<file path="config.mk">
export PLATFORM = sky130hd
export DESIGN_NAME = rs232_rx_fifo
export DESIGN_NICKNAME = d
export VERILOG_FILES = /design/src/rtl/rs232_rx_fifo.sv
export SDC_FILE = /design/constraint.sdc
export NUM_CORES = 1
export LEC_CHECK = 0
export BUFFER_PORTS_ARGS = -buffer_cell sky130_fd_sc_hd__buf_2
export CAP_MARGIN = 15
export CORE_ASPECT_RATIO = 0.8
export CORE_UTILIZATION = 30
export DETAILED_ROUTE_END_ITERATION = 8
export HOLD_SLACK_MARGIN = 0.05
export PLACE_DENSITY = 0.5
export SLEW_MARGIN = 20
export SYNTH_ARGS = -nofsm -noshare
export SYNTH_HDL_FRONTEND = slang
export SYNTH_SLANG_ARGS = --single-unit
export TNS_END_PERCENT = 50
</file>
<file path="constraint.sdc">
create_clock -name clock -period 4.7 [get_ports clock]
set_input_delay 0.47 -clock clock [delete_from_list [all_inputs] [get_ports clock]]
set_output_delay 0.47 -clock clock [all_outputs]
set_load 0.01 [all_outputs]
</file>
<file path="src/rtl/rs232_rx_fifo.sv">
// rs232_rx_fifo
//   Byte FIFO placed behind an RS232 receiver. The receiver cannot be
//   stalled, so bytes arriving while the FIFO is full are dropped and a
//   sticky overflow flag records the loss. The head byte is held in an
//   output register (show-ahead), so out_data/out_valid are registered
//   and valid one cycle after a push into an empty FIFO.
//
// Ports
//   clock          system clock, rising edge
//   resetn         synchronous active-low reset
//   in_data        received byte
//   in_valid       one-cycle strobe, in_data carries a new byte
//   out_data       head-of-FIFO byte (registered, holds while empty)
//   out_valid      out_data holds a valid byte (registered)
//   out_ready      consumer accepts out_data when out_valid && out_ready
//   level          number of stored bytes, 0 .. 2**DEPTH_LOG2
//   overflow       sticky: at least one byte was dropped
//   clear_overflow one-cycle request to clear overflow (a drop wins)
module rs232_rx_fifo #(
    parameter int unsigned DEPTH_LOG2 = 4
) (
    input  logic                  clock,
    input  logic                  resetn,
    input  logic [7:0]            in_data,
    input  logic                  in_valid,
    output logic [7:0]            out_data,
    output logic                  out_valid,
    input  logic                  out_ready,
    output logic [DEPTH_LOG2:0]   level,
    output logic                  overflow,
    input  logic                  clear_overflow
);

    localparam int unsigned DEPTH = 1 << DEPTH_LOG2;
    localparam int unsigned LW    = DEPTH_LOG2 + 1;
    localparam logic [DEPTH_LOG2:0] FULL_LEVEL = LW'(DEPTH);
    localparam logic [DEPTH_LOG2:0] ONE_LEVEL  = LW'(1);

    logic [7:0]            mem [DEPTH];
    logic [DEPTH_LOG2-1:0] wr_ptr;
    logic [DEPTH_LOG2-1:0] rd_ptr;
    logic [DEPTH_LOG2-1:0] rd_ptr_next;
    logic                  full;
    logic                  pop;
    logic                  push;
    logic                  drop;
    logic [DEPTH_LOG2:0]   level_next;
    logic [7:0]            data_next;

    always_comb begin
        full        = (level == FULL_LEVEL);
        pop         = out_valid && out_ready;
        // A pop frees the head slot this cycle, so a full FIFO still accepts.
        push        = in_valid && (!full || pop);
        drop        = in_valid && full && !pop;
        rd_ptr_next = rd_ptr + 1'b1;

        level_next = level;
        if (push && !pop) begin
            level_next = level + 1'b1;
        end else if (pop && !push) begin
            level_next = level - 1'b1;
        end

        // The head lives in mem[rd_ptr] and is mirrored in out_data. After a
        // pop the next head comes from memory if one is stored, otherwise
        // from the byte being pushed in the same cycle. The slot read here
        // can never be the one written this cycle: wr_ptr == rd_ptr + level.
        data_next = out_data;
        if (pop) begin
            if (level != ONE_LEVEL) begin
                data_next = mem[rd_ptr_next];
            end else if (push) begin
                data_next = in_data;
            end
        end else if (push && level == '0) begin
            data_next = in_data;
        end
    end

    always_ff @(posedge clock) begin
        if (resetn && push) begin
            mem[wr_ptr] <= in_data;
        end
    end

    always_ff @(posedge clock) begin
        if (!resetn) begin
            wr_ptr    <= '0;
            rd_ptr    <= '0;
            level     <= '0;
            out_valid <= 1'b0;
            out_data  <= '0;
            overflow  <= 1'b0;
        end else begin
            if (push) begin
                wr_ptr <= wr_ptr + 1'b1;
            end
            if (pop) begin
                rd_ptr <= rd_ptr_next;
            end
            level     <= level_next;
            out_valid <= (level_next != '0);
            out_data  <= data_next;
            if (drop) begin
                overflow <= 1'b1;
            end else if (clear_overflow) begin
                overflow <= 1'b0;
            end
        end
    end

endmodule

</file>
# Word-level counts from Yosys, hierarchy flattened
# Memory sizes are Yosys's and may differ from the RTL's.
# Index checks and enable logic that the tools add are counted.
# classes
add_sub_neg	4
eq_ne	3
n_mux	10
reduce_logical	17
# op_table
op	count
$mux W8	4
$mux W5	2
$add A4 B1 Y4 const B	2
$logic_and A1 B1 Y1	8
$add A5 B1 Y5 const B	1
$eq A5 B5 Y1 const B	1
$logic_not A5 Y1	1
$ne A5 B1 Y1 const B	1
$reduce_bool A5 Y1	1
$sub A5 B1 Y5 const B	1
$mux W1	4
$reduce_bool A2 Y1	2
$logic_not A1 Y1	3
$ne A3 B1 Y1 const B	1
$reduce_and A2 Y1	1
$logic_or A1 B1 Y1	1
# totals
ff_bits	23
mem_bits_rw	128
inputBits	13
elab_cells	41
mem_count	1
# memory_table
memory	depth	word_bits	rd	rd_ports_with_merged_regs	wr	line_no	source
mem	16	8	1	0	1	39	logic [7:0] mem [DEPTH];

# Depth between registers and ports, before layout
# Gate-level depths: netlist (run 1).
# depth
ltp_word	9
depth_mapped	9
depth_no_buf	7

# Least setup slack after synthesis (run 1)
# No wires, ideal clock.
# synth_timing
path_type	reg2reg
start	register level[0]
end	memory mem[0][0], enable pin
setup_time_ns	0.383
arrival_time_ns	2.261
required_time_ns	4.317
slack_ns	2.055
stages_incl_launch_ff	9
n_path_buf	2
cell_sequence	dfxtp_1 -> clkbuf_1 -> inv_1 -> ha_1 -> nand4bb_1 -> o21a_1 -> clkbuf_1 -> nand3_1 -> nor3_1
# synth_between
elab_chain_len	7
# synth_rtl
item	line_no	source
start, declared	29	output logic [DEPTH_LOG2:0] level,
start signal, assigned	102	level <= level_next;
$eq A5 B5 Y1	51	full = (level == FULL_LEVEL);
$logic_not A1 Y1	54	push = in_valid && (!full || pop);
$logic_or A1 B1 Y1	54	
$logic_and A1 B1 Y1	54	
$logic_and A1 B1 Y1	82	if (resetn && push) begin
$mux W1	82	
$mux W1 (not written as such)	83	mem[wr_ptr] <= in_data;
end, declared	39	
# Every way passes these cells.

# Worst setup path in the final report (run 1)
# layout_timing
start	register level[1]
end	memory mem[14][4], enable pin
# Same word-level chain as after synthesis.

==> flow_summary.ini, run 1 <==
[timing]
holdWs_ps = 382
setup_tns_ps = 0
final_hold_viol_count = 0
setup_viol = 0
report.final.slew_viol_count = 0
post-route-min-period_ps = 2830
max_slew_margin_pct = 35.1
tightestPinTransition_ps = 970
skew_ps = 7.46
max_freq_mhz = 354
rsz0062_at_grt = no
fin_crit_sh_pct = 60.1

[drt]
drt-wirelength-per-cell_um = 19.1
firstDrtPassIters = 4
vias = 3520
ant_nets = 0
wl_mm = 13.9
initialDrtViolationCount = 290
vias_per_cell = 4.84
drc = 0

[outcome]
status = finished, final reports clean

[clock_tree]
clkLatencyLatePin_ps = 420
htree_levels = 4
post_cts_resized = 0
cts-root-buf = clkbuf_16
clk_pin_slew_ps = 60
cts_max_path_buffers = 2
cts_hold_buffers = 0
cts_buffers = 17
tritoncts = built
cts_setup_buffers = 0
numClockSinks = 151

[logic_synthesis]
yosysTopAreaCellShare_pct = 60.8
synth_top_area_cell = edfxtp_1
synthTopCellsByArea = edfxtp_1 61%, mux2i_1 8.9%, dfxtp_1 7.3%
syn-cell-area_sq_mm = 0.00632
ys_warn_count = 0
yosysMostFrequentCell = edfxtp_1
synth.ff_latch_count = 151
synth.avg_cell_area_sq_um = 14.9
synth_ff_type = edfxtp_1
ys_seq_area_share_pct = 68.1
synth-edff-count = 128
yosysUniqueCellTypes = 51
synthArstFlopShare_pct = 0
netlist_instances = 424
synth_commonest_cells = 128 x edfxtp_1, 56 x mux2i_1, 26 x a22oi_1
synth_nets = 446

[place]
dpl.hpwl_mm = 9.28
port_buffers = 27
dp_cells = 695
gp_congestion = 0.803

[worst_setup_path]
crit_end = mem[14][4]
crit_buf_inv = 1
endpoint_kind = register
crit_slowest_cell = nor2_1
cp.arrival_ps = 2870
rrSetupSlack_ps = 1870
timing.rr.end = mem[14][4]
crit_required_ps = 4740
crit_type = register to register
cp_top_family = simple AND/OR/NAND/NOR gates
reg2reg_depth = 6
critPathMaxFanout = 10
cp-start-kind = register
path_depth = 6
crit_chain = inv_1, ha_1, nand4bb_1, o21a_1, nand3_1, nor2_1
r2r-start = level[1]
critPathLaunch = level[1]
critical-path-max-stage-delay_ps = 790

[die]
die_x_um = 164
coreArea_sq_mm = 0.0206
io-pin-count = 28
fp.dieH_um = 132
dieArea_sq_mm = 0.0216
rows = 47
initial_utilization_pct = 30.6

[power_and_ir_drop]
power.density_mw_per_mm2 = 469
p_leak_nw = 2.35
worst_ir_drop_vdd_mv = 0.258

[global_routing]
grt_pass1_wl_mm = 21.8
grtUsageTotal_pct = 13.9
grt_overflow = 0
antenna_found_initial = 0
grt_max_degree = 50
grt_pass1_vias = 3619

[min_path]
hold_path.class = input pin to register

[run]
drv_cap = 0

[cells_and_area]
syn2layout_area_growth_pct = 14.5
fin_nets = 467
layout.cells.non_filler = 727
drive_gt1_share_pct = 15.5
antennaDiodeCount = 0
==> flip-flops by register name, summed over array words and instances, names as in the netlist <==
signal and cells:
out_valid 1, wr_ptr 4, mem 128, rd_ptr 4
overflow 1, out_data 8, level 5
==> layout by cell type (no fill, tap or decap), types with 3 or more instances in the layout <==
cell type	netlist	routed
inv_1	6	6
nand3_1	7	7
o41ai_1	7	7
clkinv_2	0	4
a21oi_1	17	17
clkbuf_1	9	3
nor2_1	23	22
edfxtp_1	128	128
xor2_1	3	3
and2_1	14	14
dfxtp_1	23	23
clkinvlp_4	0	3
buf_2	9	27
a22oi_1	26	26
nor2b_1	3	3
a22oi_2	3	3
nor3_2	0	4
xnor2_1	9	9
mux2i_1	56	56
o21ai_0	5	5
nand2_1	19	19
clkbuf_16	0	17
ha_1	9	8
clkbuf_8	0	3
==> metal layers <==
layer  vias up  GRT usage [%]  share of wire (%)
li1       1659              -                  -
met1      1767           19.2                 45
met2        81           21.4                 47
met3        13           4.03                6.3
met4         0           3.81                1.1
met5         -              0                  0
==> cells by family (layout without fill, tap and decap cells) <==
| family | after synthesis | count (layout) | share of synthesized area (%) |
|---|---|---|---|
| xor+xnor | 12 | 12 | 1.66 |
| simple gates | 84 | 84 | 6.57 |
| compound gates | 76 | 76 | 8.65 |
| buf+inv | 32 | 66 | 2.79 |
| flops | 151 | 151 | 68.1 |
| fa+ha+maj | 9 | 9 | 1.78 |
| mux | 60 | 60 | 10.4 |
==> per-stage QoR <==
stage / power, mW / util (%) / area, sq um / setup slack [ps]
after floorplan: 1.99 / - / 6320 / 2060
after detailed placement: 2.15 / 32.3 / 6660 / 1800
final: 3.39 / 35.0 / 7230 / 1870
after global placement: 2.14 / 32.2 / 6660 / 1840
after global routing: 3.53 / 35.0 / 7230 / 1610
after CTS: 3.42 / 35.0 / 7220 / 1760
==> worst min-delay path by stage <==
stage	end	startpoint	cells past startpoint
floorplan	rd_ptr[1]	rd_ptr[1]	2
global placement	out_data[1]	out_data[1]	2
detailed placement	out_data[1]	out_data[1]	2
CTS	overflow	clear_overflow	3
global route	overflow	clear_overflow	3
finish	overflow	clear_overflow	3
==> layout make-up <==
cell class | count | area [sq um]
Clock buffer | 23 | 478
Fill cell | 1942 | 13400
Timing Repair Buffer | 28 | 143
Inverter | 6 | 22.5
Clock inverter | 9 | 76.3
Sequential cell | 151 | 4300
Multi-Input combinational cell | 241 | 1870
Tap cell | 269 | 337
==> worst reg2reg max path, stage by stage (launching register included) <==
cell	delay (ps)
dfxtp_1	510
inv_1	160
ha_1	220
nand4bb_1	190
o21a_1	340
nand3_1	230
nor2_1	790
==> power breakdown <==
part / internal (mW) / switching [mW]
clock: 0.764 / 0.513
combinational: 0.231 / 0.327
sequential: 1.50 / 0.0567
total: 2.50 / 0.897
Power figures use the tool's default switching activity.
==> inputs of run 2 (changes only) <==
--- a/config.mk
+++ b/config.mk
@@ -11,7 +11,7 @@
 export CORE_UTILIZATION = 30
 export DETAILED_ROUTE_END_ITERATION = 8
 export HOLD_SLACK_MARGIN = 0.05
-export PLACE_DENSITY = 0.5
+export PLACE_DENSITY = 0.51
 export SLEW_MARGIN = 20
 export SYNTH_ARGS = -nofsm -noshare
 export SYNTH_HDL_FRONTEND = slang
==> constraint.sdc (replaced) <==
create_clock -name clock -period 2.3 [get_ports clock]
set_input_delay 0.23 -clock clock [delete_from_list [all_inputs] [get_ports clock]]
set_output_delay 0.23 -clock clock [all_outputs]
set_load 0.01 [all_outputs]
==> flow_summary.ini, run 2 (synthesis gave the netlist of run 1 again) <==
[place]
gp_congestion = 0.748
port_buffers = 27
place_ws_ps = 96.4
dpl.hpwl_mm = 9.32
dpl_cell_area_sq_mm = 0.00693

[die]
rows = 47
initial_utilization_pct = 30.6
die_x_um = 164
coreArea_sq_mm = 0.0206
io-pin-count = 28
fp.dieH_um = 132
dieArea_sq_mm = 0.0216

[global_routing]
gr-usage-met1_pct = 19.3
antenna_found_initial = 0
grt_overflow = 0
grt_pass1_wl_mm = 21.5
grtUsageMet2_pct = 20.8
grt-busiest-layer = met2
grtUsageTotal_pct = 13.7
grt_pass1_vias = 3573
grt_max_degree = 24
grt_util_met3_pct = 3.21

[worst_setup_path]
crit_required_ps = 2590
reg2reg_depth = 7
r2r-start = rd_ptr[0]
crit_type = register to register
critPathLaunch = rd_ptr[0]
cp.arrival_ps = 2400
critPathMaxFanout = 14
endpoint_kind = register
cp-start-kind = register
crit_end = out_data[5]
timing.rr.end = out_data[5]
rrSetupSlack_ps = 190

[drt]
drt-wirelength-per-cell_um = 18.5
vias_per_cell = 4.74
wl_mm = 13.9
drc = 0
vias = 3567
initialDrtViolationCount = 225
ant_nets = 0
firstDrtPassIters = 4

[timing]
tightestPinTransition_ps = 689
fin_crit_sh_pct = 91.7
setup_viol = 0
rsz0062_at_grt = no
report.final.slew_viol_count = 0
final_hold_viol_count = 0
post-route-min-period_ps = 2110
max_freq_mhz = 474
setup_tns_ps = 0
skew_ps = 7.57
max_slew_margin_pct = 54.0
setup_ws_ps = 190
holdWs_ps = 141

[power_and_ir_drop]
p_int_mw = 5.11
combPwrFrac_pct = 18.5
power.share.clock_pct = 36.5
swShare_pct = 26.8
p_leak_nw = 2.47
worst_ir_drop_vdd_mv = 0.546
power.density_mw_per_mm2 = 933
net-switching-power_mw = 1.87
seq_power_share_pct = 45.0

[cells_and_area]
final_common_cell = edfxtp_1
regMostFlops = mem
syn2layout_area_growth_pct = 18.3
drive_gt1_share_pct = 21.5
antennaDiodeCount = 0
largest_register_ff_count = 128
fin_nets = 493
fin_area_sq_mm = 0.00747
mostFrequentLayoutCells = 128 x edfxtp_1, 56 x mux2i_1, 27 x buf_2
reg_top3 = mem (128), out_data (8), level (5)

[clock_tree]
tritoncts = built
clk_pin_slew_ps = 60
cts_setup_buffers = 0
clkLatencyLatePin_ps = 420
cts-root-buf = clkbuf_16
cts_max_path_buffers = 2
htree_levels = 4
post_cts_resized = 0
cts_hold_buffers = 0
numClockSinks = 151
cts_buffers = 17

[outcome]
status = finished, final reports clean

[min_path]
hold_path.class = input pin to register

[run]
drv_cap = 0
run 2: cell type report:
type                    instances  area [sq um]
fillers                      1950         13200
flip-flops and latches        151          4300
multi-input cells             241          1910
clock buffers                  21           440
repair buffers                 54           363
well taps                     269           337
clock inverters                11           103
inverters                       6          22.5
run 2: critical path, stage by stage (launching register included):
cell     delay (ps)
dfxtp_1         380
ha_4            180
xor2_1          150
buf_4           180
and2_1          540
a22oi_1         190
a21oi_1         240
o41ai_1         120
run 2: stage by stage:
stage | power, mW | util [%] | std cells
after floorplan | 4.07 | - | 424
after global placement | 4.49 | 33.6 | 721
after detailed placement | 4.50 | 33.6 | 721
after CTS | 7.05 | 36.2 | 753
after global routing | 7.27 | 36.2 | 753
final | 6.97 | 36.2 | 753
run 2: power groups by stage:
stage | combinational, mW | clock [mW] | sequential (mW)
floorplan | 0.855 | 0 | 3.21
global placement | 1.29 | 0 | 3.20
detailed placement | 1.30 | 0 | 3.20
CTS | 1.31 | 2.60 | 3.14
global route | 1.41 | 2.71 | 3.15
finish | 1.29 | 2.55 | 3.14
run 2: metal layers:
layer  vias to the layer above  routed length [um]
met4                         0                 117
met2                        60                6450
met1                      1773                6890
met3                         9                 467
met5                         -                   0
li1                       1725                   -
run 2: worst min-delay path by stage:
stage	endpoint	from	cells after the start	slack [ps]
3_5_place_dp	out_data[4]	out_data[4]	2	450
5_1_grt	overflow	clear_overflow	3	130
3_3_place_gp	out_data[2]	out_data[2]	2	440
6_report	wr_ptr[3]	resetn	2	140
4_1_cts	wr_ptr[3]	resetn	2	130
2_1_floorplan	mem[0][0]	in_data[0]	0	330
==> inputs of run 3 (changes only) <==
--- a/config.mk
+++ b/config.mk
@@ -5,6 +5,7 @@
 export SDC_FILE = /design/constraint.sdc
 export NUM_CORES = 1
 export LEC_CHECK = 0
+export ABC_AREA = 1
 export BUFFER_PORTS_ARGS = -buffer_cell sky130_fd_sc_hd__buf_2
 export CAP_MARGIN = 15
 export CORE_ASPECT_RATIO = 0.8
==> flow_summary.ini, run 3 <==
[place]
dpl.hpwl_mm = 11.3
gp_congestion = 0.796
port_buffers = 27

[logic_synthesis]
yosys.area_share.simple_pct = 24.0
synth-edff-count = 128
synth_ff_type = edfxtp_1
yosysMostFrequentCell = nand2_1
synthArstFlopShare_pct = 0
netlist_instances = 704
synth_xor_area_share_pct = 1.23
synth-adder-area-share_pct = 1.65
ys_warn_count = 0
synth_commonest_cells = 237 x nand2_1, 128 x edfxtp_1, 98 x nand3_1
synth_top_area_cell = edfxtp_1
synth.ff_latch_count = 151
synthTopCellsByArea = edfxtp_1 56%, nand2_1 13%, nand3_1 7.2%
synth_nets = 726
muxShareOfSynthArea_pct = 0
synth.avg_cell_area_sq_um = 9.68
ys_seq_area_share_pct = 63.2
syn-cell-area_sq_mm = 0.00682
yosysTopAreaCellShare_pct = 56.4
yosysUniqueCellTypes = 28
synth_top_family_by_area = simple AND/OR/NAND/NOR gates
synth_compound_area_share_pct = 2.66

[clock_tree]
cts_max_path_buffers = 2
cts-root-buf = clkbuf_16
post_cts_resized = 0
numClockSinks = 151
tritoncts = built
cts_buffers = 17
cts_setup_buffers = 0
clk_pin_slew_ps = 60
clkLatencyLatePin_ps = 430
htree_levels = 4

[worst_setup_path]
reg2reg_depth = 8
r2r-start = level[0]
critical-path-max-stage-delay_ps = 470
cp-start-kind = register
crit_type = register to register
critPathMaxFanout = 8
endpoint_kind = register
timing.rr.end = mem[11][6]
rrSetupSlack_ps = 200
crit_chain = inv_1, ha_1, nand2_1, o21ai_2, inv_1, nand2_1, nor3_1, buf_4
cp_top_family = simple AND/OR/NAND/NOR gates
crit_required_ps = 2430
cp.arrival_ps = 2230
crit_slowest_cell = dfxtp_1
crit_buf_inv = 3

[die]
coreArea_sq_mm = 0.0219
rows = 48
die_x_um = 171
dieArea_sq_mm = 0.0233
fp.dieH_um = 137
initial_utilization_pct = 31.1
io-pin-count = 28

[cells_and_area]
antennaDiodeCount = 0
ff_latch_area_sq_mm = 0.00431
fin_nets = 773
syn2layout_area_growth_pct = 17.6
mostFrequentLayoutCells = 237 x nand2_1, 128 x edfxtp_1, 98 x nand3_1
fin_util_pct = 36.6
largest_register_ff_count = 128
drive_gt1_share_pct = 13.6
fill_cells = 2200
regMostFlops = mem
final_common_cell = nand2_1
reg_top3 = mem (128), out_data (8), level (5)
multi_input_area_sq_mm = 0.00201

[global_routing]
grt_overflow = 0
grt_max_degree = 67
grt_pass1_wl_mm = 26.9
grtUsageTotal_pct = 16.2
antenna_found_initial = 0
grt_pass1_vias = 4618

[drt]
firstDrtPassIters = 5
drc = 0
ant_nets = 0
drt-wirelength-per-cell_um = 16.5
vias = 4783
initialDrtViolationCount = 493
wl_mm = 17.6
vias_per_cell = 4.50

[power_and_ir_drop]
power.share.clock_pct = 40.3
worst_ir_drop_vdd_mv = 0.486
power.density_mw_per_mm2 = 849
power.total_mw = 6.80
net-switching-power_mw = 1.86
p_leak_nw = 3.33
swShare_pct = 27.3
combPwrFrac_pct = 14.4
p_int_mw = 4.95
seq_power_share_pct = 45.4

[timing]
fin_crit_sh_pct = 91.3
setup_viol = 0
max_freq_mhz = 476
report.final.slew_viol_count = 0
post-route-min-period_ps = 2100
setup_tns_ps = 0
skew_ps = 6.01
rsz0062_at_grt = no
max_slew_margin_pct = 67.6
tightestPinTransition_ps = 486
final_hold_viol_count = 0

[outcome]
status = finished, final reports clean

[min_path]
whs_path_depth = 3
hold_start = resetn
hold_path.class = input pin to register
min_to = wr_ptr[0]

[run]
drv_cap = 0
==> run 3: metrics by stage <==
stage | worst slack [ps] | cell area (sq um) | hold WS [ps] | instances
6_report | 201 | 8020 | 123 | 1064
5_1_grt | 51.0 | 8020 | 120 | 1064
4_1_cts | 216 | 8020 | 110 | 1064
3_5_place_dp | 227 | 7420 | 459 | 1031
3_3_place_gp | 318 | 7420 | 451 | 1031
2_1_floorplan | 121 | 6820 | 329 | 704
==> run 3: layout make-up <==
| cell class | instances | area share, % |
|---|---|---|
| Clock buffer | 18 | 5.35 |
| Clock inverter | 14 | 1.92 |
| Inverter | 89 | 4.17 |
| Multi-Input combinational cell | 434 | 25.1 |
| Sequential cell | 151 | 53.7 |
| Tap cell | 300 | 4.68 |
| Timing Repair Buffer | 58 | 5.09 |
==> run 3: cell families after synthesis <==
kind of cell | Yosys count
xor+xnor | 7
flops | 151
compound gates | 30
simple gates | 388
fa+ha+maj | 9
buf+inv | 119
==> run 3: layer usage <==
metal	wire (um)	vias to the layer above	track usage, %
met4	277	0	5.81
met3	1050	19	4.11
met2	7790	119	24.0
met5	0	-	0
li1	-	2382	-
met1	8450	2263	22.8
==> run 3: how the worst max path moves through the flow <==
stage	start	end	cells past startpoint
6_report	level[0]	mem[11][6]	8
3_5_place_dp	level[0]	mem[11][6]	8
5_1_grt	level[0]	mem[11][6]	8
4_1_cts	level[0]	mem[11][6]	8
2_1_floorplan	level[0]	mem[13][0]	7
3_3_place_gp	level[0]	mem[6][2]	8
==> run 3: timing repair <==
item / 4_1_cts / 5_1_grt
endpoints found under the setup margin: 0 / 0
hold buffers: 1 / 0
endpoints found under the hold margin: 1 / 0
==> run 3: worst reg2reg max path: stages, from the launching register on <==
cell and delay (ps):
dfxtp_1 470, inv_1 130, ha_1 230, nand2_1 110, o21ai_2 100, inv_1 120
nand2_1 210, nor3_1 230, buf_4 210
==> run 3: power by group through the flow <==
stage / registers [mW] / clock network [mW] / logic [mW]
after floorplan: 3.15 / 0 / 0.611
after global placement: 3.14 / 0 / 0.984
after detailed placement: 3.14 / 0 / 0.981
after CTS: 3.09 / 2.79 / 0.984
after global routing: 3.09 / 2.91 / 1.09
final: 3.09 / 2.74 / 0.976
